**config.mk**
```make
export PLATFORM = sky130hd
export DESIGN_NAME = sync_debounce
export DESIGN_NICKNAME = d
export VERILOG_FILES = /design/src/rtl/debounce_pkg.sv /design/src/rtl/sync_debounce.sv
export SDC_FILE = /design/constraint.sdc
export NUM_CORES = 1
export LEC_CHECK = 0
export CAP_MARGIN = 10
export CORE_AREA = 2 2 39 41
export CTS_CLUSTER_DIAMETER = 150
export DETAILED_ROUTE_END_ITERATION = 8
export DIE_AREA = 0 0 41 43
export SLEW_MARGIN = 15
export SYNTH_ARGS = -nofsm -noshare
export SYNTH_HDL_FRONTEND = slang
export SYNTH_SLANG_ARGS = --single-unit
```
**constraint.sdc**
```tcl
create_clock -name i_clk -period 2.2 [get_ports i_clk]
set_input_delay 0.66 -clock i_clk [delete_from_list [all_inputs] [get_ports i_clk]]
set_output_delay 0.66 -clock i_clk [all_outputs]
set_load 0.005 [all_outputs]
```
**src/rtl/debounce_pkg.sv**
```systemverilog
// -----------------------------------------------------------------------------
// debounce_pkg
// Shared definitions for the sync_debounce glitch filter.
//   debounce_state_t      : FSM state encoding (IDLE_LOW is the reset state)
//   DEFAULT_STABLE_CYCLES : default qualification length in clocks
// -----------------------------------------------------------------------------
package debounce_pkg;

   typedef enum logic [1:0] {
      IDLE_LOW   = 2'd0,
      CHECK_HIGH = 2'd1,
      IDLE_HIGH  = 2'd2,
      CHECK_LOW  = 2'd3
   } debounce_state_t;

   localparam int unsigned DEFAULT_STABLE_CYCLES = 4;

endpackage

```
**src/rtl/sync_debounce.sv**
```systemverilog
// -----------------------------------------------------------------------------
// sync_debounce
// Glitch filter for the single-bit level coming out of the upstream delay
// stage. A new level is accepted only after it has been seen for
// STABLE_CYCLES consecutive clocks; accepted transitions are reported as
// one-cycle rise/fall pulses.
//
// Parameters:
//   STABLE_CYCLES  : consecutive cycles a new level must hold (2..255)
//   EDGE_CNT_WIDTH : width of the accepted-edge counter
//
// Ports:
//   i_clk        in   clock, rising edge
//   i_rst_n      in   synchronous active-low reset
//   i_d          in   raw level
//   o_d          out  debounced level
//   o_rise       out  one-cycle pulse on accepted 0->1
//   o_fall       out  one-cycle pulse on accepted 1->0
//   o_busy       out  high while a new level is being qualified
//   o_edge_count out  wrapping accepted-edge count (only with the macro)
//
// Configuration macro: SYNC_DEBOUNCE_EDGE_COUNT_EN adds o_edge_count and its
// counter register; without it the port and register do not exist.
// -----------------------------------------------------------------------------
import debounce_pkg::*;

module sync_debounce #(
   parameter int unsigned STABLE_CYCLES  = debounce_pkg::DEFAULT_STABLE_CYCLES,
   parameter int unsigned EDGE_CNT_WIDTH = 8
) (
   input  logic i_clk,
   input  logic i_rst_n,
   input  logic i_d,
   output logic o_d,
   output logic o_rise,
   output logic o_fall,
   output logic o_busy
`ifdef SYNC_DEBOUNCE_EDGE_COUNT_EN
   ,
   output logic [EDGE_CNT_WIDTH-1:0] o_edge_count
`endif
);

   localparam int unsigned CNT_W = $clog2(STABLE_CYCLES + 1);
   localparam logic [CNT_W-1:0] CNT_ONE  = CNT_W'(1);
   localparam logic [CNT_W-1:0] CNT_LAST = CNT_W'(STABLE_CYCLES - 1);

   // Reject illegal configurations at elaboration time.
   if ((STABLE_CYCLES < 2) || (STABLE_CYCLES > 255) || (EDGE_CNT_WIDTH < 1)) begin : g_param_check
      $error("sync_debounce: illegal STABLE_CYCLES or EDGE_CNT_WIDTH");
   end

   logic                   d_q;
   debounce_state_t        state_q;
   debounce_state_t        state_nxt;
   logic [CNT_W-1:0]       cnt_q;
   logic [CNT_W-1:0]       cnt_nxt;
   logic                   d_nxt;
   logic                   rise_nxt;
   logic                   fall_nxt;
   logic                   busy_nxt;

   // ---- Input register: every decision below looks at d_q, not i_d ----
   always_ff @(posedge i_clk) begin
      if (!i_rst_n) begin
         d_q <= 1'b0;
      end else begin
         d_q <= i_d;
      end
   end

   // ---- Next-state / output decode ----
   // cnt counts consecutive samples of the candidate level; the sample that
   // moves IDLE->CHECK is the first, so acceptance happens on the sample
   // where cnt already holds STABLE_CYCLES-1.
   always_comb begin
      state_nxt = state_q;
      cnt_nxt   = cnt_q;
      d_nxt     = o_d;
      rise_nxt  = 1'b0;
      fall_nxt  = 1'b0;
      case (state_q)
         IDLE_LOW: begin
            if (d_q) begin
               state_nxt = CHECK_HIGH;
               cnt_nxt   = CNT_ONE;
            end else begin
               cnt_nxt   = '0;
            end
         end
         CHECK_HIGH: begin
            if (!d_q) begin
               state_nxt = IDLE_LOW;
               cnt_nxt   = '0;
            end else if (cnt_q == CNT_LAST) begin
               state_nxt = IDLE_HIGH;
               d_nxt     = 1'b1;
               rise_nxt  = 1'b1;
               cnt_nxt   = '0;
            end else begin
               cnt_nxt   = cnt_q + CNT_ONE;
            end
         end
         IDLE_HIGH: begin
            if (!d_q) begin
               state_nxt = CHECK_LOW;
               cnt_nxt   = CNT_ONE;
            end else begin
               cnt_nxt   = '0;
            end
         end
         CHECK_LOW: begin
            if (d_q) begin
               state_nxt = IDLE_HIGH;
               cnt_nxt   = '0;
            end else if (cnt_q == CNT_LAST) begin
               state_nxt = IDLE_LOW;
               d_nxt     = 1'b0;
               fall_nxt  = 1'b1;
               cnt_nxt   = '0;
            end else begin
               cnt_nxt   = cnt_q + CNT_ONE;
            end
         end
         default: begin
            state_nxt = IDLE_LOW;
            cnt_nxt   = '0;
         end
      endcase
      // Busy is registered alongside the state so it lines up with it exactly.
      busy_nxt = (state_nxt == CHECK_HIGH) || (state_nxt == CHECK_LOW);
   end

   // ---- State and output registers ----
   always_ff @(posedge i_clk) begin
      if (!i_rst_n) begin
         state_q <= IDLE_LOW;
         cnt_q   <= '0;
         o_d     <= 1'b0;
         o_rise  <= 1'b0;
         o_fall  <= 1'b0;
         o_busy  <= 1'b0;
      end else begin
         state_q <= state_nxt;
         cnt_q   <= cnt_nxt;
         o_d     <= d_nxt;
         o_rise  <= rise_nxt;
         o_fall  <= fall_nxt;
         o_busy  <= busy_nxt;
      end
   end

`ifdef SYNC_DEBOUNCE_EDGE_COUNT_EN
   logic [EDGE_CNT_WIDTH-1:0] edge_cnt_q;

   // ---- Edge counter: steps after each cycle a pulse is visible, wraps ----
   always_ff @(posedge i_clk) begin
      if (!i_rst_n) begin
         edge_cnt_q <= '0;
      end else if (o_rise || o_fall) begin
         edge_cnt_q <= edge_cnt_q + 1'b1;
      end
   end

   assign o_edge_count = edge_cnt_q;
`endif

endmodule
```
======== After elaboration in Yosys (flattened, before gate mapping) ========
Index checks and enable logic that the tools add are counted.
word-level totals
  input bits .............................. 3
  bits in registers ....................... 10
  logic and storage cells ................. 45
  output and inout bits ................... 4
cells by class
  reductions and logical operators ........ 6
  bitwise operators ....................... 2
  eq/ne operators ......................... 10
  multiplexer cells ....................... 19
  $add $sub $neg .......................... 1
operators with widths
  cell                                                              count
  2-bit 2-to-1 mux                                                  6
  3-bit case mux with 4 select lines                                1
  3-bit 2-to-1 mux                                                  3
  2-bit != test (second input constant)                             4
  2-bit case mux with 4 select lines                                1
  1-bit 2-to-1 mux                                                  7
  2-bit == test (second input constant)                             3
  5-bit AND reduction                                               1
  2-bit by 1-bit == test with 1-bit output (second input constant)  2
  3-bit by 1-bit adder with 3-bit output (second input constant)    1
  3-bit by 2-bit == test with 1-bit output (second input constant)  1
  3-bit AND reduction                                               1
  3-bit OR reduction                                                1
  2-bit logical NOT                                                 1
  1-bit NOT                                                         2
  1-bit case mux with 2 select lines                                1
  2-bit nonzero test                                                1
  1-bit logical OR                                                  1

======== Logic depth before layout (Yosys ltp) ========
Gate-level depths: netlist (run 1).
  depth after elaboration ................. 6
  depth in mapped cells ................... 5
  gate-level depth less buffers ........... 4

======== Worst setup path before layout (run 1) ========
OpenSTA, ideal clock, no wires.
  path kind ............................... register to register
  start point ............................. reg cnt_q[0]
  end point ............................... reg o_d
  stages on the path, launching flop included .. 6
  arrival time ............................ 1023 ps
  buffers on the path ..................... 1
  period minus slack after synthesis ...... 1141 ps
  data required time ...................... 2082 ps
  library setup time ...................... 118 ps
  slack ................................... 1059 ps
  path through ............................ dfxtp_1 ha_1 and3b_1 buf_6 a21oi_1 o2bb2ai_1
on the way
  cells in the longest elaborated chain, start to end .. 3
  elaborated cells between the ends (all ways) .. 4
  classes of those cells .................. eq/ne (3); reduce/logical (1)
RTL lines
  what                                          RTL line                                   source
  start, declared                               sync_debounce.sv:56                        logic [CNT_W-1:0] cnt_q;
  start signal, assigned                        sync_debounce.sv:145                       cnt_q <= cnt_nxt;
  3-bit by 2-bit == test with 1-bit output (*)  sync_debounce.sv:95, sync_debounce.sv:116
  2-bit != test (no source line)                --
  5-bit AND reduction (no source line) (*)      --
  end signal, assigned                          sync_debounce.sv:146                       o_d <= d_nxt;
  end, declared                                 sync_debounce.sv:34                        output logic o_d,
Mark *: on every way between the ends. The rest lies on a longest branch, timed or not.
A chain may end at the register's enable or synchronous reset.

======== Worst setup path after layout (run 1) ========
  start point ............................. reg o_d
  end point ............................... out o_d
No word-level cell between the ends.

==> summary by stage, run 1 <==
Clock network
The total of hold buffers inserted after clock tree synthesis is 0. Clock-pin slew was measured on the worst setup and hold paths at 0.06 ns. The clock tree root buffer cell is sky130_fd_sc_hd__clkbuf_4. The later pin in the worst-skew pair is clocked with a latency of 0.25 ns. The post-CTS resize count is 0. CTS built an H-tree with a depth of 1. The total clock buffers created by CTS is 3. TritonCTS built the clock tree. Clock tree synthesis found a total of 10 sinks. The longest clock path from root to sink contains 2 buffers.

Buffers added to address setup during post-CTS repair amount to 0.

Critical path
The category of the critical setup timing path is reg2out. The combined buffer and inverter count along the critical path is 1. The worst register-to-register path begins at cnt_q[0]. The worst setup path is captured at an output pin. The endpoint of the most critical register-to-register path is state_q[1]. The kind of start point of the critical path is a flip-flop. The highest cell delay on the worst timing path is 0.50 ns. The endpoint arrival time on the critical path is 1.10 ns. Walking the worst path, the cells encountered are clkdlybuf4s50_1. The dominant delay contributor by cell family on the critical path is buffers and inverters. The setup slack of the worst register-to-register path is 0.93 ns. On the critical path, the stage with the largest delay is an instance of sky130_fd_sc_hd__clkdlybuf4s50_1. The critical path starts at o_d. Data on the critical path is required at its endpoint by 1.54 ns.

The maximum fanout along the worst path is 3. Counting cells, the worst reg-to-reg path comes to 4.

Hold path
The end point of the worst hold path is cnt_q[0]. The cell depth of the worst hold path is 1. The worst min-delay path category is reg2reg. The worst hold path begins at cnt_q[0].

Synthesis
The count of unique library cells instantiated by Yosys is 20. Dividing the synthesized area by the synthesized cell count gives 10.7 µm². The number of nets handed over by synthesis was 38.

Counting every instance in the synthesized netlist gives 34. The total of flip-flops plus latches after synthesis is 10. Sequential elements use 55.2% of the synthesized area. Yosys printed 0 warnings. The cell area that synthesis handed to floorplanning was 363 µm².

STA
Between clock sinks in the finished design, the worst skew comes to 0.00339 ns. The number of failing hold endpoints at the final stage is 0. The slew at the pin closest to its max-slew limit is 0.276 ns. Setup repair after global routing left no endpoint under its margin. The headroom to the max-slew limit is 81.6%. The count of pins over their slew limit was 0.

Hold timing on the final database bottoms out at a slack of 0.467 ns. The timing-limited maximum frequency is 0.569 GHz. The final cycle utilization of the critical path is 79.9%. The sum of negative setup slack is 0 ns.

The worst path needs 1.76 ns of the cycle, external delays included. Setup violations remaining at the end of the flow were counted as 0.

Global routing
Entering global routing, the biggest net connects 8 pins. The number of global-route vias before repair is 229. In the global route stage, overall resource usage came out at 7.17%. The total global routing overflow is 0. The initial antenna violation count is 0. The global-route wire length before repair is 800 µm.

Detailed routing
The first detailed-routing pass ran for 5 iterations. The vias per cell is 4.47. The DRC violation total after the first TritonRoute iteration is 5.

In the final routed layout, each cell accounts on average for 8.36 µm. The aggregate routed wire length is 485 µm. The count of antenna-violating nets left after detailed routing is 0. The total number of vias is 259. The number of DRC violations after detailed routing is 0.

Placement
Summed over all nets, the half-perimeter wirelength after detailed placement is 373 µm. The congestion estimate from routability-driven global placement came to 0.688. The port buffer count is 6.

Die
The die extent in x is 41 µm. Measured along the y axis, the die boundary spans 43 µm. The floorplan step defined a die boundary enclosing 1760 µm². The starting density of the core is 26.2%. The standard-cell row count is 14.

For this design the top-level I/O count stands at 7. The area of the core region is 1380 µm².

Cells and area
The final layout net count is 48. Compared with the post-synthesis result, the final layout area differs by 25.2%. The number of antenna diodes is 0. The proportion of layout cells with a drive suffix above 1 is 11.9%.

The fill cell total of the finished layout is 155.

Power
The power density normalized to cell area is 692 nW/µm². For this design the static power due to leakage is 0.168 nW. Across the VDD grid, the largest voltage drop is 296 µV.

Run status
The flow ran to the end, and the final reports show no timing, DRC or antenna violations.

Job
The max capacitance violation total is 0.
layout make-up:
cell class	count	area [µm²]	share of cell area (%)
timing repair buffer	6	60.1	13.2
sequential	10	200	44.1
inverter	2	7.51	1.65
clock buffer	3	22.5	4.96
multi-input combinational	21	144	31.7
tap	16	20.0	4.41
layer usage:
layer	global-route usage, %	wire length, µm	up-vias
li1	-	-	132
met1	6.89	208	116
met2	10.0	226	11
met3	7.85	50	0
met4	2.00	0	0
met5	0	0	-
where the power goes:
group / internal, mW / switching, mW / leakage [nW] / total (mW)
Sequential: 0.184 / 0.00254 / 0.0813 / 0.187
Combinational: 0.00697 / 0.00429 / 0.0727 / 0.0113
Clock: 0.0627 / 0.0536 / 0.0138 / 0.116
cells in the final DEF (no fill, tap or decap):
| cell | synthesis | routed |
|---|---|---|
| sky130_fd_sc_hd__nor3_1 | 1 | 1 |
| sky130_fd_sc_hd__a21boi_1 | 1 | 1 |
| sky130_fd_sc_hd__nand3_1 | 1 | 1 |
| sky130_fd_sc_hd__ha_1 | 1 | 1 |
| sky130_fd_sc_hd__and3b_1 | 1 | 1 |
| sky130_fd_sc_hd__nor3b_2 | 1 | 1 |
| sky130_fd_sc_hd__mux2i_1 | 1 | 1 |
| sky130_fd_sc_hd__xor2_1 | 1 | 1 |
| sky130_fd_sc_hd__inv_1 | 2 | 2 |
| sky130_fd_sc_hd__dfxtp_1 | 10 | 10 |
| sky130_fd_sc_hd__clkbuf_4 | 0 | 3 |
| sky130_fd_sc_hd__nor2b_1 | 1 | 1 |
| sky130_fd_sc_hd__o2bb2ai_1 | 1 | 1 |
| sky130_fd_sc_hd__nand2_1 | 3 | 3 |
| sky130_fd_sc_hd__a211oi_2 | 1 | 1 |
| sky130_fd_sc_hd__and2_1 | 1 | 1 |
| sky130_fd_sc_hd__clkdlybuf4s50_1 | 0 | 6 |
| sky130_fd_sc_hd__a21oi_1 | 1 | 1 |
| sky130_fd_sc_hd__nor2_1 | 3 | 3 |
| sky130_fd_sc_hd__nor3b_1 | 1 | 1 |
| sky130_fd_sc_hd__o21ai_0 | 1 | 1 |
per-stage QoR:
step / area [µm²] / std cells / total power [mW] / setup slack (ns) / utilization, %
2_1_floorplan: 363 / 34 / 0.195 / 1.06 / -
3_3_place_gp: 432 / 55 / 0.202 / 0.577 / 31.2
3_5_place_dp: 432 / 55 / 0.202 / 0.586 / 31.2
4_1_cts: 454 / 58 / 0.322 / 0.420 / 32.8
5_1_grt: 454 / 58 / 0.328 / 0.388 / 32.8
6_report: 454 / 58 / 0.315 / 0.441 / 32.8
cell families after synthesis:
logic type                 Yosys count  synth area share, %
muxes                                1                 2.76
adders and majority gates            1                 3.45
DFF                                 10                 55.2
buffers and inverters                3                 5.17
xor gates and xnor gates             1                 2.41
and+or+nand+nor                     13                 20.3
AOI/OAI and AO/OA                    5                 10.7
Yosys cell counts:
master / n / area share, %
sky130_fd_sc_hd__a211oi_2: 1 / 3.4
sky130_fd_sc_hd__inv_1: 2 / 2.1
sky130_fd_sc_hd__nand2_1: 3 / 3.1
sky130_fd_sc_hd__ha_1: 1 / 3.4
sky130_fd_sc_hd__and2_1: 1 / 1.7
sky130_fd_sc_hd__xor2_1: 1 / 2.4
sky130_fd_sc_hd__nor3b_2: 1 / 3.4
sky130_fd_sc_hd__buf_6: 1 / 3.1
sky130_fd_sc_hd__nor2_1: 3 / 3.1
sky130_fd_sc_hd__mux2i_1: 1 / 2.8
sky130_fd_sc_hd__a21boi_1: 1 / 2.1
sky130_fd_sc_hd__and3b_1: 1 / 2.4
sky130_fd_sc_hd__dfxtp_1: 10 / 55
sky130_fd_sc_hd__nor2b_1: 1 / 1.7
sky130_fd_sc_hd__o21ai_0: 1 / 1.4
sky130_fd_sc_hd__a21oi_1: 1 / 1.4
sky130_fd_sc_hd__nor3b_1: 1 / 2.1
sky130_fd_sc_hd__nand3_1: 1 / 1.4
sky130_fd_sc_hd__nor3_1: 1 / 1.4
sky130_fd_sc_hd__o2bb2ai_1: 1 / 2.4
flip-flops by register name, summed over array words and instances, names as in the netlist:
| signal | count |
|---|---|
| cnt_q | 3 |
| state_q | 2 |
| d_q | 1 |
| o_busy | 1 |
| o_d | 1 |
| o_fall | 1 |
| o_rise | 1 |
worst max path at each step:
stage	to	slack, ns	depth (start not counted)
after floorplan	o_d	1.06	5
after global placement	cnt_q[2]	0.58	3
after detailed placement	cnt_q[2]	0.59	3
after CTS	o_d	0.42	1
after global routing	o_d	0.39	1
final	o_d	0.44	1
(Power assumes the default switching activity.)
==> run 2: changes to the inputs <==
==> constraint.sdc (replaced) <==
create_clock -name i_clk -period 1.4 [get_ports i_clk]
set_input_delay 0.42 -clock i_clk [delete_from_list [all_inputs] [get_ports i_clk]]
set_output_delay 0.42 -clock i_clk [all_outputs]
set_load 0.005 [all_outputs]
==> summary by stage, run 2 (synthesis results as in run 1) <==
Run status
The flow ran to the end, and the final reports show no timing, DRC or antenna violations.

STA
The worst hold slack across all endpoints was 0.472 ns (+0.00475 ns). The slew at the pin closest to its max-slew limit came to 0.223 ns (-0.0528 ns). The number of setup violations in the final report is 0 (unchanged).

After layout, the worst path uses 90.0% of the clock period. The headroom to the max-slew limit came to 85.1% (+3.5 points). For the finished layout, the period the worst path requires is 1.26 ns. The worst clock skew was 0.00364 ns (+0.000252 ns). The sum of negative setup slack is 0 ns (unchanged). The number of failing hold endpoints at the final stage is 0 (unchanged). Setup repair after global routing left no endpoint under its margin. The count of pins over their slew limit is 0 (unchanged). Based on the critical path, the design can be clocked at up to 0.794 GHz.

The worst-case setup margin in the final layout is 0.140 ns (-0.301 ns).

Die
The total I/O pin count is 7 (unchanged). The area of the core region was 1380 µm² (unchanged). The starting density of the core came to 26.2% (unchanged).

The standard-cell row count is 14 (unchanged). The die extent in x is 41 µm (unchanged). The vertical extent of the die is 43 µm (unchanged). The area of the die is 1760 µm² (unchanged).

Global routing
The total global routing overflow was 0 (unchanged). The global-route total usage across every layer is 8.58% (+1.4 points). The initial antenna violation count is 0 (unchanged).

The maximum number of pins on one net before global-route repair is 8 (unchanged). The global-route wire length before repair is 986 µm (+23%). The number of global-route vias before repair is 273 (+19%).

Clock network
The insertion delay to the later sink of the worst-skew pair is 0.26 ns (about the same). The clock sink total is 10 (unchanged). The clock tree root buffer cell is sky130_fd_sc_hd__clkbuf_4.

The maximum number of buffers from clock root to sink is 2 (unchanged). The clock transition time at the flip-flop clock pins of the worst setup and hold paths is 0.07 ns (about the same). The total clock buffers created by CTS is 3 (unchanged). The number of H-tree levels is 1 (unchanged).

The CTS tree is built.

Placement
The total placed instance area is 432 µm² (unchanged). The port buffer count is 6 (unchanged). The cell total after placement is 55 (unchanged). The global placer's final weighted congestion is 0.687 (-0.10%).

The worst setup slack before clock tree synthesis is 0.00766 ns (-0.579 ns).

Critical path
The endpoint type of the worst setup path is an output pin. The endpoint arrival time on the critical path is 0.84 ns (-0.26 ns). The signal on the critical path passes through dlygate4sd2_1. The combined buffer and inverter count along the critical path is 1 (unchanged). The maximum fanout along the worst path was 3 (unchanged). The highest cell delay on the worst timing path is 0.32 ns (-0.18 ns).

The dominant delay contributor by cell family on the critical path is flip-flops. The highest-delay cell along the critical path is sky130_fd_sc_hd__dfxtp_2. The required time reported for the critical path endpoint was 0.98 ns (-0.56 ns). The kind of start point of the critical path is a flip-flop. The setup path with the least slack is of type reg2out.

Cells and area
The proportion of layout cells with a drive suffix above 1 is 18.6% (+6.7 points). The most frequent standard cell in the layout excluding fill and tap cells is sky130_fd_sc_hd__dfxtp_1. The final layout net count is 48 (unchanged).

The flip-flop count of the largest register, all copies and words added is 3 (unchanged). The final design area excluding fillers is 465 µm² (+2.5%). The area growth from synthesis to layout is 28.3%.

The number of antenna diodes was 0 (unchanged). The count of non-filler cells in the finished layout came to 59 (+1.7%). The post-route core utilization is 33.6% (+0.81 points). Leaving out fill and tap cells, the most frequent cells in the layout are sky130_fd_sc_hd__dfxtp_1 (9), sky130_fd_sc_hd__dlygate4sd2_1 (4), sky130_fd_sc_hd__nand2_1 (3), sky130_fd_sc_hd__nor2_1 (3), sky130_fd_sc_hd__clkbuf_4 (3). The register bank with the most flops is cnt_q.

The largest registers in the layout are cnt_q: 3 flops, state_q: 2 flops.

Power
The switching power of the nets is 109 µW (+80%). The cell internal power dissipation was 457 µW (+80%). The net switching share of the total power was 19.2% (about the same).

The power density normalized to cell area is 1220 nW/µm² (+76%). The static leakage was 0.194 nW (+15%). The worst ir drop on vdd is 578 µV (+95%). The overall power of the completed layout was 566 µW (+80%). The share of power burned in combinational logic is 3.0% (-0.6 points). The sequential share of power is 51.8% (-7.6 points). The proportion of power drawn by the clock network is 45.2% (+8.2 points).

Detailed routing
The first-pass iteration count of the detailed router is 3 (-2). The aggregate routed wire length is 542 µm (+12%). The number of DRC violations after detailed routing was 0 (unchanged). The wire length per cell is 9.19 µm (+9.9%).

The vias per cell is 4.25 (-4.7%). The count of antenna-violating nets left after detailed routing was 0 (unchanged). The total number of vias is 251 (-3.1%).

The DRC violation total after the first TritonRoute iteration is 2 (-3).

Hold path
The worst min-delay path category is reg2reg.

Job
The max capacitance violation total is 0 (unchanged).
[run 2: power groups by stage]
stage	registers, mW	clock network (mW)	logic [mW]
floorplan	0.300	0	0.00711
global placement	0.300	0	0.0176
detailed placement	0.300	0	0.0177
CTS	0.294	0.264	0.0171
global route	0.294	0.274	0.0190
finish	0.293	0.256	0.0170
[run 2: path summary, 6_finish.rpt]
kind	from	to	slack [ns]	cells past startpoint
max	o_d	o_d	0.14	1
max reg2reg	cnt_q[0]	state_q[1]	0.19	4
min	cnt_q[0]	cnt_q[0]	0.47	1
min reg2reg	cnt_q[0]	cnt_q[0]	0.47	1
[run 2: cell type report]
| cell class | count | area (µm²) |
|---|---|---|
| Inverter | 2 | 7.51 |
| Tap cell | 16 | 20.0 |
| Timing Repair Buffer | 6 | 55.1 |
| Clock buffer | 4 | 36.3 |
| Fill cell | 155 | 918 |
| Sequential cell | 10 | 201 |
| Multi-Input combinational cell | 21 | 145 |
[run 2: what timing repair did]
| action | 4_1_cts | 5_1_grt |
|---|---|---|
| gates resized for setup | 5 | 1 |
| setup buffers | 0 | 0 |
| endpoints found under the setup margin | 4 | 1 |
| hold buffers | 0 | 0 |
[run 2: metal layers]
| layer | global-route usage (%) | wire length (µm) |
|---|---|---|
| met2 | 12.2 | 257 |
| met1 | 9.15 | 253 |
| met5 | 0 | 0 |
| met3 | 4.71 | 31 |
| met4 | 6.00 | 0 |
